<file path="config.mk">
export PLATFORM = sky130hd
export DESIGN_NAME = sram_axi_bridge
export DESIGN_NICKNAME = d
export VERILOG_FILES = /design/src/rtl/sram_axi_bridge_pkg.sv /design/src/rtl/sram_axi_bridge.sv
export SDC_FILE = /design/constraint.sdc
export NUM_CORES = 1
export LEC_CHECK = 0
export BUFFER_PORTS_ARGS = -buffer_cell sky130_fd_sc_hd__buf_2
export CELL_PAD_IN_SITES_DETAIL_PLACEMENT = 0
export CELL_PAD_IN_SITES_GLOBAL_PLACEMENT = 1
export CORE_MARGIN = 4
export CORE_UTILIZATION = 30
export DETAILED_ROUTE_END_ITERATION = 10
export MAX_ROUTING_LAYER = met4
export PLACE_DENSITY_LB_ADDON = 0.1
export SETUP_SLACK_MARGIN = 0.3
export SLEW_MARGIN = 10
export SYNTH_ARGS = -nofsm -noshare
export SYNTH_HDL_FRONTEND = slang
export SYNTH_SLANG_ARGS = --single-unit
export TNS_END_PERCENT = 5
</file>
<file path="constraint.sdc">
create_clock -name clk -period 3.02 [get_ports clk]
set_input_delay 0.302 -clock clk [delete_from_list [all_inputs] [get_ports clk]]
set_output_delay 0.302 -clock clk [all_outputs]
set_load 0.05 [all_outputs]
</file>
<file path="src/rtl/sram_axi_bridge_pkg.sv">
// Shared encodings and AXI constants for the SRAM-to-AXI bridge.
package sram_axi_bridge_pkg;

    typedef enum logic [2:0] {
        IDLE = 3'd0,
        AR   = 3'd1,
        R    = 3'd2,
        AW_W = 3'd3,
        B    = 3'd4,
        DONE = 3'd5
    } state_e;

    typedef enum logic [1:0] {
        INST_RD = 2'd0,
        DATA_RD = 2'd1,
        DATA_WR = 2'd2
    } kind_e;

    localparam logic [1:0] AXI_BURST_INCR = 2'b01;
    localparam logic [2:0] AXI_SIZE_WORD  = 3'd2;
    localparam logic [3:0] ID_INST_DEF    = 4'd0;
    localparam logic [3:0] ID_DATA_DEF    = 4'd1;

endpackage

</file>
<file path="src/rtl/sram_axi_bridge.sv">
// Single-outstanding AXI master: turns one SRAM-style inst/data request at a
// time into a single-beat AXI transaction and returns a one-cycle ok pulse.
module sram_axi_bridge
    import sram_axi_bridge_pkg::*;
#(
    parameter logic [3:0] ID_INST = ID_INST_DEF,
    parameter logic [3:0] ID_DATA = ID_DATA_DEF
) (
    input  logic        clk,
    input  logic        rst,
    input  logic        inst_ren,
    input  logic [31:0] inst_addr,
    output logic        inst_ok,
    output logic [31:0] inst_rdata,
    input  logic        data_ren,
    input  logic [3:0]  data_wen,
    input  logic [31:0] data_addr,
    input  logic [31:0] data_wdata,
    output logic        data_read_ok,
    output logic        data_write_ok,
    output logic [31:0] data_rdata,
    output logic [3:0]  arid,
    output logic [31:0] araddr,
    output logic        arvalid,
    input  logic        arready,
    output logic [7:0]  arlen,
    output logic [2:0]  arsize,
    output logic [1:0]  arburst,
    output logic [1:0]  arlock,
    output logic [3:0]  arcache,
    output logic [2:0]  arprot,
    input  logic [3:0]  rid,
    input  logic [31:0] rdata,
    input  logic [1:0]  rresp,
    input  logic        rlast,
    input  logic        rvalid,
    output logic        rready,
    output logic [3:0]  awid,
    output logic [31:0] awaddr,
    output logic        awvalid,
    input  logic        awready,
    output logic [7:0]  awlen,
    output logic [2:0]  awsize,
    output logic [1:0]  awburst,
    output logic [1:0]  awlock,
    output logic [3:0]  awcache,
    output logic [2:0]  awprot,
    output logic [3:0]  wid,
    output logic [31:0] wdata,
    output logic [3:0]  wstrb,
    output logic        wlast,
    output logic        wvalid,
    input  logic        wready,
    input  logic [3:0]  bid,
    input  logic [1:0]  bresp,
    input  logic        bvalid,
    output logic        bready
);

    // Narrowest legal AXI size covering the enabled byte lanes.
    function automatic logic [2:0] awsize_of(input logic [3:0] wen);
        unique case (wen)
            4'b0001, 4'b0010, 4'b0100, 4'b1000: awsize_of = 3'd0;
            4'b0011, 4'b1100:                   awsize_of = 3'd1;
            default:                            awsize_of = AXI_SIZE_WORD;
        endcase
    endfunction

    state_e      state_q, state_d;
    kind_e       kind_q;
    logic [31:0] addr_q, wdata_q;
    logic [3:0]  wstrb_q;
    logic        aw_done_q, w_done_q;
    logic [31:0] inst_rdata_q, data_rdata_q;

    logic aw_hs, w_hs, r_hs;
    assign aw_hs = awvalid & awready;
    assign w_hs  = wvalid & wready;
    assign r_hs  = rvalid & rready;

    // Single-beat transfers: ids, responses and rlast carry nothing we act on.
    logic unused_inputs;
    assign unused_inputs = &{1'b0, rid, rresp, rlast, bid, bresp};

    always_ff @(posedge clk or negedge rst) begin
        if (!rst) state_q <= IDLE;
        else      state_q <= state_d;
    end

    always_comb begin
        state_d = state_q;
        unique case (state_q)
            IDLE: begin
                if (data_wen != 4'b0)          state_d = AW_W;
                else if (data_ren || inst_ren) state_d = AR;
            end
            AR:   if (arready) state_d = R;
            R:    if (rvalid)  state_d = DONE;
            AW_W: if ((aw_done_q || aw_hs) && (w_done_q || w_hs)) state_d = B;
            B:    if (bvalid)  state_d = DONE;
            DONE: state_d = IDLE;
            default: state_d = IDLE;
        endcase
    end

    always_comb begin
        arvalid       = 1'b0;
        rready        = 1'b0;
        awvalid       = 1'b0;
        wvalid        = 1'b0;
        bready        = 1'b0;
        inst_ok       = 1'b0;
        data_read_ok  = 1'b0;
        data_write_ok = 1'b0;
        unique case (state_q)
            AR:   arvalid = 1'b1;
            R:    rready  = 1'b1;
            AW_W: begin
                awvalid = !aw_done_q;
                wvalid  = !w_done_q;
            end
            B:    bready  = 1'b1;
            DONE: begin
                inst_ok       = (kind_q == INST_RD);
                data_read_ok  = (kind_q == DATA_RD);
                data_write_ok = (kind_q == DATA_WR);
            end
            default: ;
        endcase
    end

    // Request capture only happens in IDLE, so pulses during a transfer are dropped.
    always_ff @(posedge clk or negedge rst) begin
        if (!rst) begin
            kind_q       <= INST_RD;
            addr_q       <= '0;
            wdata_q      <= '0;
            wstrb_q      <= '0;
            aw_done_q    <= 1'b0;
            w_done_q     <= 1'b0;
            inst_rdata_q <= '0;
            data_rdata_q <= '0;
        end else begin
            if (state_q == IDLE) begin
                aw_done_q <= 1'b0;
                w_done_q  <= 1'b0;
                if (data_wen != 4'b0) begin
                    kind_q  <= DATA_WR;
                    addr_q  <= data_addr;
                    wdata_q <= data_wdata;
                    wstrb_q <= data_wen;
                end else if (data_ren) begin
                    kind_q <= DATA_RD;
                    addr_q <= data_addr;
                end else if (inst_ren) begin
                    kind_q <= INST_RD;
                    addr_q <= inst_addr;
                end
            end
            if (aw_hs) aw_done_q <= 1'b1;
            if (w_hs)  w_done_q  <= 1'b1;
            if (r_hs) begin
                if (kind_q == INST_RD) inst_rdata_q <= rdata;
                else                   data_rdata_q <= rdata;
            end
        end
    end

    assign inst_rdata = inst_rdata_q;
    assign data_rdata = data_rdata_q;

    assign arid    = (kind_q == INST_RD) ? ID_INST : ID_DATA;
    assign araddr  = addr_q;
    assign arlen   = 8'd0;
    assign arsize  = AXI_SIZE_WORD;
    assign arburst = AXI_BURST_INCR;
    assign arlock  = 2'b0;
    assign arcache = 4'b0;
    assign arprot  = 3'b0;

    assign awid    = ID_DATA;
    assign awaddr  = addr_q;
    assign awlen   = 8'd0;
    assign awsize  = awsize_of(wstrb_q);
    assign awburst = AXI_BURST_INCR;
    assign awlock  = 2'b0;
    assign awcache = 4'b0;
    assign awprot  = 3'b0;

    assign wid   = ID_DATA;
    assign wdata = wdata_q;
    assign wstrb = wstrb_q;
    assign wlast = 1'b1;

endmodule

</file>
==> run metrics, run 1 <==
CTS tree done; Final Cell Area 8420 um^2; register area share after synthesis 0.535; grt ovf 0; Worst-Skew Late Latency about 0.41 ns; fmax 438 MHz; ys flop type dfrtp_1; DR iter-0 viols 152; MaxCap Viol Count 0; ANT nets after route 0; Root Buffer clkbuf_16; CTS resizes 0; CP Launch Type flip-flop; commonest non-fill, non-tap cells in the layout buf_2, dfrtp_1, nand2_1; clk buf depth 2; cts hold-fix bufs 1; EDFF count, synth 0; status finished clean; Final GP Congestion 0.856; Layout area overhead 29.6%; final worst-path cycle share 0.756; Post-Route WL approximately 19000 um; Num CTS Buffers 17; CTS clk-pin slew, worst paths 0.07 ns; area of the multi-input gates 2320 um^2; total track usage 0.157; die width 155 um; DRC 0; Final Critical Period 2.28 ns; final-stage net count 984; die height approximately 160 um; wire length per cell between 15 and 20 um; RSZ-0062 raised after global routing false; Clock Skews 0.00831 ns; IO Pins approximately 380; final non-filler cell total approximately 1100; Worst Path Required between 3 and 4 ns; Worst slew margin 0.544; layout cells sized above 1 0.517; post-CTS setup buffer count 0; H-tree levels 4; Least-Margin Pin Slew 0.684 ns; full die area around 24000 um^2; number of fill cells 2104; synthesis-stage register bit count between 100 and 150; Post-Syn Area per Cell 12.0 um^2; Critical Path Sink Type flip-flop; Hold Fails Final Rpt 0; initial antenna violation count 2; Storage cell area 3480 um^2; fin util 0.398; crit path max fanout 32; Port Buffer Count 315; Placed Area 7840 um^2; first-pass GRT wire length 28600 um; initial core utilization 0.307; vias in the first global route 5020; Post-Place Cells 1085; Slew Viols, Final 0; worst hold path type input port to flip-flop; drt via density 4.42; Synth async-reset ratio 1.00; Synthesis Warnings 0; largest net degree at the start of global routing 66; CTS Sinks 139; final setup TNS 0 ns; post-synthesis cell type count 41; via count 4948; Post-Synthesis Cells about 540; Final Setup Violations 0; Worst Path Class, Setup flip-flop to flip-flop; Rows 53; synthesized cell area 6500 um^2; iteration count of the initial detailed-routing pass 4; core footprint 21200 um^2; hpwl dp 14500 um; commonest non-fill, non-tap cell in the layout buf_2; Worst EP arrival 2.58 ns
==> metrics by stage <==
step / setup slack, ns / hold slack, ns
after CTS: 0.703 / 0.0507
final: 0.736 / 0.0777
after detailed placement: 0.718 / 0.349
after floorplan: 0.665 / 0.00641
after global placement: 0.742 / 0.338
after global routing: 0.579 / 0.0521
==> path summary, 6_finish.rpt <==
check                               startpoint              to  slack [ns]  depth (start not counted)
worst max-delay path                state_q[1]  inst_rdata[12]        0.74                          4
min in group asynchronous                  rst  inst_rdata[14]        0.46                          2
max in group asynchronous                  rst       wdata[11]        1.66                          3
worst max register to register      state_q[1]  inst_rdata[12]        0.74                          4
worst min register to register       wdata[27]       wdata[27]        0.47                          2
worst min-delay path            data_wdata[22]       wdata[22]        0.08                          3
==> sequential cells by signal, summed over array words and instances (netlist names), 2 cells and up <==
| register | count |
|---|---|
| wdata | 32 |
| data_rdata | 32 |
| inst_rdata | 32 |
| wstrb | 4 |
| kind_q | 2 |
| state_q | 3 |
| araddr | 32 |
==> cells in the mapped netlist (all sizes together) (3+ instances only) <==
cell,instances,area share
clkbuf,3,0.0017
inv,7,0.0040
a221o,33,0.051
a22o,4,0.0054
dfrtp,139,0.54
nand2,101,0.058
nand3,5,0.0058
mux2,64,0.13
nor2b,32,0.031
nor3,4,0.0056
o21ai,5,0.0038
buf,109,0.13
nor2,12,0.0077
==> cell families (layout without fill, tap and decap cells) <==
kind of cell | count (synthesis) | in the layout | synth area share
xor+xnor | 1 | 1 | 0.00135
other cells | 2 | 56 | 0.00116
simple gates | 165 | 165 | 0.123
flops | 139 | 139 | 0.535
mux | 64 | 64 | 0.128
buf+inv | 119 | 367 | 0.138
compound gates | 53 | 53 | 0.0735
==> layer usage <==
metal,vias to the layer above,global-route usage,share of wire
li1,2288,-,-
met1,2396,0.183,0.40
met2,246,0.258,0.50
met3,18,0.0515,0.090
met4,0,0.0500,0.017
met5,-,-,0
==> area by class of cell <==
cell class                 count  share of cell area
timing repair buffer         328               0.200
tap                          275              0.0409
antenna                        2            0.000594
inverter                       7             0.00312
sequential                   139               0.413
clock buffer                  18              0.0510
multi-input combinational    337               0.276
clock inverter                14              0.0156
==> worst max-delay path, stage by stage, from the launching register on <==
cell and delay [ns]:
dfrtp_1 0.57, or3b_4 0.47, inv_2 0.09, nand3_4 0.51, mux2_4 0.51
Power of run 1 is left out: the tool's default activity adds up to more than one toggle a clock period on the data nets, which glitch-free logic cannot reach.
==> inputs of run 2 (changes only) <==
- clock period: 3.02 -> 2.2 ns (I/O delays scaled with it)
==> run metrics, run 2 (same netlist as run 1, synthesis figures left out) <==
full die area 24100 um^2; DR iter-0 viols roughly 220; worst hold start data_wdata[9]; first-pass GRT wire length between 20000 and 30000 um; CTS clk-pin slew, worst paths 0.06 ns; CP Launch Type flip-flop; Worst EP arrival 2.17 ns; hpwl dp 14100 um; CTS Sinks 139; GR met1 Demand/Resource 0.189; Post-Route WL 18900 um; die width 155 um; total track usage 0.157; cell family with most CP delay simple AND/OR/NAND/NOR gates; WP buf/inv 1; worst setup path start state_q[2]; Worst Path Class, Setup flip-flop to flip-flop; Worst Path Required 2.50 ns; iteration count of the initial detailed-routing pass 4; MaxCap Viol Count 0; Critical Path Sink Type flip-flop; H-tree levels 4; via count 5016; Num CTS Buffers 17; wire length per cell 16.4 um; hold path cells 3; met2 Usage GRT 0.259; GRT Max-Usage Layer met2; DRC 0; Slew Viols, Final 0; fmax 534 MHz; Hold Fails Final Rpt 0; crit path max fanout 8; vias in the first global route a little over 5000; IO Pins 383; die height 155 um; CP peak stage delay 0.69 ns; commonest non-fill, non-tap cell in the layout buf_2; crit path cell chain buf_4 -> or4b_2 -> o211ai_2 -> o22ai_1 -> a31o_1; final setup TNS 0 ns; GR Util met3 0.0442; drt via density 4.35; final worst-path cycle share 0.851; commonest non-fill, non-tap cells in the layout buf_2, dfrtp_1, nand2_1; Layout area overhead 37.7%; Clock Skews 0.00997 ns; initial core utilization 0.307; Final Setup Violations 0; FF-to-FF Start state_q[2]; layout cells sized above 1 0.510; clk buf depth 2; Port Buffer Count about 320; Root Buffer clkbuf_16; worst hold path type input port to flip-flop; core footprint 21200 um^2; CP max-delay cell or4b_2; Final Critical Period 1.87 ns; grt ovf 0; initial antenna violation count 2; Endpoint, Worst Hold wdata[9]; r2r setup slk 0.33 ns; Final GP Congestion 0.823; Rows 53; final-stage net count slightly above 1000; largest net degree at the start of global routing 66; ANT nets after route 0; worst r2r path cells 5; Worst R2R End state_q[2]; status finished clean; CTS tree done; Worst-Skew Late Latency 0.42 ns; RSZ-0062 raised after global routing true
-- run 2: cell count changes in the layout (fill, tap and decap cells not counted), moves of 2 or more --
cell           delta
buf_2             -6
inv_6             +3
dfrtp_2           +3
clkinvlp_4        -2
clkbuf_8          +3
clkinv_4          -5
clkbuf_4          +2
bufinv_16         +3
dfrtp_1           -3
dlygate4sd3_1    +31
buf_12            +6
-- run 2: how the worst max path moves through the flow --
| stage | depth (start not counted) | endpoint | slack, ns |
|---|---|---|---|
| 3_3_place_gp | 4 | data_rdata[6] | 0.28 |
| 2_1_floorplan | 4 | data_write_ok | 0.03 |
| 5_1_grt | 4 | data_read_ok | 0.28 |
| 6_report | 5 | state_q[2] | 0.33 |
| 4_1_cts | 3 | rready | 0.20 |
| 3_5_place_dp | 4 | data_rdata[29] | 0.26 |
-- run 2: metrics by stage --
step | utilization | cells | instance area (um^2) | setup slack (ns) | hold WS, ns
2_1_floorplan | - | 595 | 6700 | 0.0327 | -0.0756
3_3_place_gp | 0.375 | 1085 | 7920 | 0.277 | 0.174
3_5_place_dp | 0.375 | 1085 | 7920 | 0.258 | 0.178
4_1_cts | 0.420 | 1149 | 8890 | 0.196 | 0.00492
5_1_grt | 0.423 | 1154 | 8950 | 0.283 | 0.0141
6_report | 0.423 | 1154 | 8950 | 0.329 | 0.0167
-- run 2: tightest hold or removal path, stage by stage --
cell and delay [ns]:
buf_2 0.09, nand2_1 0.04, nand2_1 0.05
-- run 2: cell type report --
type | instances | area (um^2)
fillers | 2069 | 12200
multi-input cells | 337 | 2340
clock buffers | 20 | 467
clock inverters | 12 | 173
flip-flops and latches | 139 | 3480
diodes | 2 | 5.00
inverters | 7 | 26.3
repair buffers | 362 | 2110
well taps | 275 | 344
-- run 2: layer usage --
metal / part of all wire / vias up / wire length, um
met5: 0 / - / 0
met4: 0.0083 / 0 / 157
met3: 0.082 / 9 / 1560
met2: 0.50 / 229 / 9450
met1: 0.41 / 2425 / 7770
li1: - / 2353 / -
-- run 2: timing repair --
item,4_1_cts,5_1_grt
buffers inserted,0,3
hold buffers,32,0
endpoints found under the hold margin,73,0
endpoints found under the setup margin,45,41
resized for setup,5,11
Power of run 2 is left out for the same reason.
==> inputs of run 3 (changes only) <==
- ABC_AREA: unset -> 1
==> run metrics, run 3 <==
ANT nets after route 0; DRC 0; Synth top cells by count nand2_1, dfrtp_1, o21ai_0; drt via density between 4 and 5; worst hold-check slack between 0.03 and 0.04 ns; maximum vdd drop 894 uV; EDFF count, synth 0; Post-Syn Area per Cell 8.22 um^2; Endpoint, Worst Hold wdata[21]; Critical Path Sink Type primary output; ys flop type dfrtp_1; CTS clk-pin slew, worst paths 0.07 ns; CTS tree done; post-synthesis cell type count 25; vias in the first global route 5620; Clock Skews between 0.01 and 0.015 ns; Worst-Skew Late Latency about 0.4 ns; Final Setup Violations 0; IO Pins between 300 and 400; most common cell in the netlist nand2_1; Worst EP arrival 1.58 ns; full die area 24300 um^2; layout cells sized above 1 0.345; Worst Path Class, Setup flip-flop to primary output; register area share after synthesis 0.529; status finished clean; CP Launch Type flip-flop; DP Worst Slack 0.486 ns; worst hold path type input port to flip-flop; Slew Viols, Final 0; die width 156 um; CTS Sinks 139; crit path cell chain buf_4 -> nor2_1 -> nand2_1 -> inv_1 -> clkbuf_4; Layout area overhead 31.6%; clk buf depth 2; Leak 0.00503 uW; final worst-path cycle share 0.816; Synthesis Warnings 0; final setup TNS 0 ns; post-synth top area share 0.529; iteration count of the initial detailed-routing pass 4; Overall Power 16900 uW; Synth async-reset ratio 1.00; die height around 160 um; CP max-delay cell dfrtp_2; via count 5773; Cell Pwr Density 1960 nW/um^2; Synth area leader dfrtp_1; CP peak stage delay around 0.44 ns; worst r2r path cells 7; initial antenna violation count 2; initial core utilization 0.309; FF-to-FF Start state_q[2]; worst hold start data_wdata[21]; grt ovf 0; MaxCap Viol Count 0; hpwl dp 15000 um; Root Buffer clkbuf_16; synthesized cell area approximately 6600 um^2; post-CTS setup buffer count 0; commonest non-fill, non-tap cells in the layout nand2_1, buf_2, dfrtp_1; Post-Route WL 20100 um; synthesis-stage register bit count 139; fmax approximately 560 MHz; Hold Fails Final Rpt 0; Rows 53; first-pass GRT wire length 30200 um; core footprint 21300 um^2; Area contributors post-synth dfrtp_1, nand2_1, buf_4, o21ai_0, nand3_1; Final Critical Period 1.80 ns; Final GP Congestion 0.767; final-stage net count 1231; H-tree levels 4; Final WS setup 0.405 ns; crit path max fanout 8; commonest non-fill, non-tap cell in the layout nand2_1; Worst Path Required between 1.5 and 2 ns; wire length per cell around 15 um; hold path cells 3; total track usage 0.162; Worst R2R End inst_rdata[17]; DR iter-0 viols 223; Port Buffer Count roughly 320; Num CTS Buffers 17; RSZ-0062 raised after global routing true; Post-Synthesis Cells 800; largest net degree at the start of global routing between 60 and 70; r2r setup slk 0.51 ns; worst setup path start state_q[0]
-- run 3: cell count changes after synthesis, sizes merged, moves of 4 or more --
cell | previous run | this run
nand2 | 101 | 311
o21ai | 5 | 101
mux2 | 64 | 0
inv | 7 | 49
nand3 | 5 | 46
a221o | 33 | 0
nor2b | 32 | 0
clkbuf | 3 | 16
a22o | 4 | 0
nor2 | 12 | 16
-- run 3: per-layer routing --
layer	global-route usage	wire length (um)
met3	0.0474	1580
met4	0.0425	206
met5	-	0
met1	0.189	8150
met2	0.276	10100
-- run 3: repair_timing --
item / 4_1_cts / 5_1_grt
hold endpoints to repair: 139 / 0
gates resized for setup: 2 / 9
endpoints found under the setup margin: 5 / 7
hold buffers: 1 / 0
-- run 3: worst max-delay path by stage --
stage,endpoint,slack [ns],cells past startpoint
final,bready,0.40,5
after global routing,bready,0.28,5
after CTS,data_write_ok,0.27,4
after detailed placement,data_rdata[11],0.49,7
after global placement,araddr[9],0.49,10
after floorplan,inst_ok,0.33,3
-- run 3: power by group --
group          switching, uW  internal [uW]
registers                743           3750
clock network           1200           1510
logic                   7750           1980
total                   9690           7250
-- run 3: worst max-delay path: cells and delay by family, from the launching register on --
| kind | cells | cell delay, ns |
|---|---|---|
| buffers and inverters | 3 | 0.47 |
| flip-flops | 1 | 0.44 |
| AND/OR/NAND/NOR | 2 | 0.25 |
-- run 3: through the flow --
| stage | utilization | area [um^2] | cells |
|---|---|---|---|
| 2_1_floorplan | - | 6770 | 852 |
| 3_3_place_gp | 0.378 | 8050 | 1332 |
| 3_5_place_dp | 0.378 | 8050 | 1332 |
| 4_1_cts | 0.406 | 8630 | 1365 |
| 5_1_grt | 0.407 | 8650 | 1367 |
| 6_report | 0.407 | 8650 | 1367 |
-- run 3: final cells by class --
cell class | instances | area (um^2)
fill | 2307 | 12600
sequential | 139 | 3480
multi-input combinational | 538 | 2280
timing repair buffer | 332 | 1790
clock buffer | 18 | 439
tap | 275 | 344
inverter | 49 | 184
clock inverter | 14 | 124
antenna | 2 | 5.00
-- run 3: kinds of logic after synthesis --
group | count (synthesis) | share of synthesized area
AOI/OAI and AO/OA | 104 | 0.0796
buffers and inverters | 175 | 0.155
and+or+nand+nor | 379 | 0.234
other | 2 | 0.00114
DFF | 139 | 0.529
xor gates and xnor gates | 1 | 0.00133
Power figures use the tool's default switching activity.
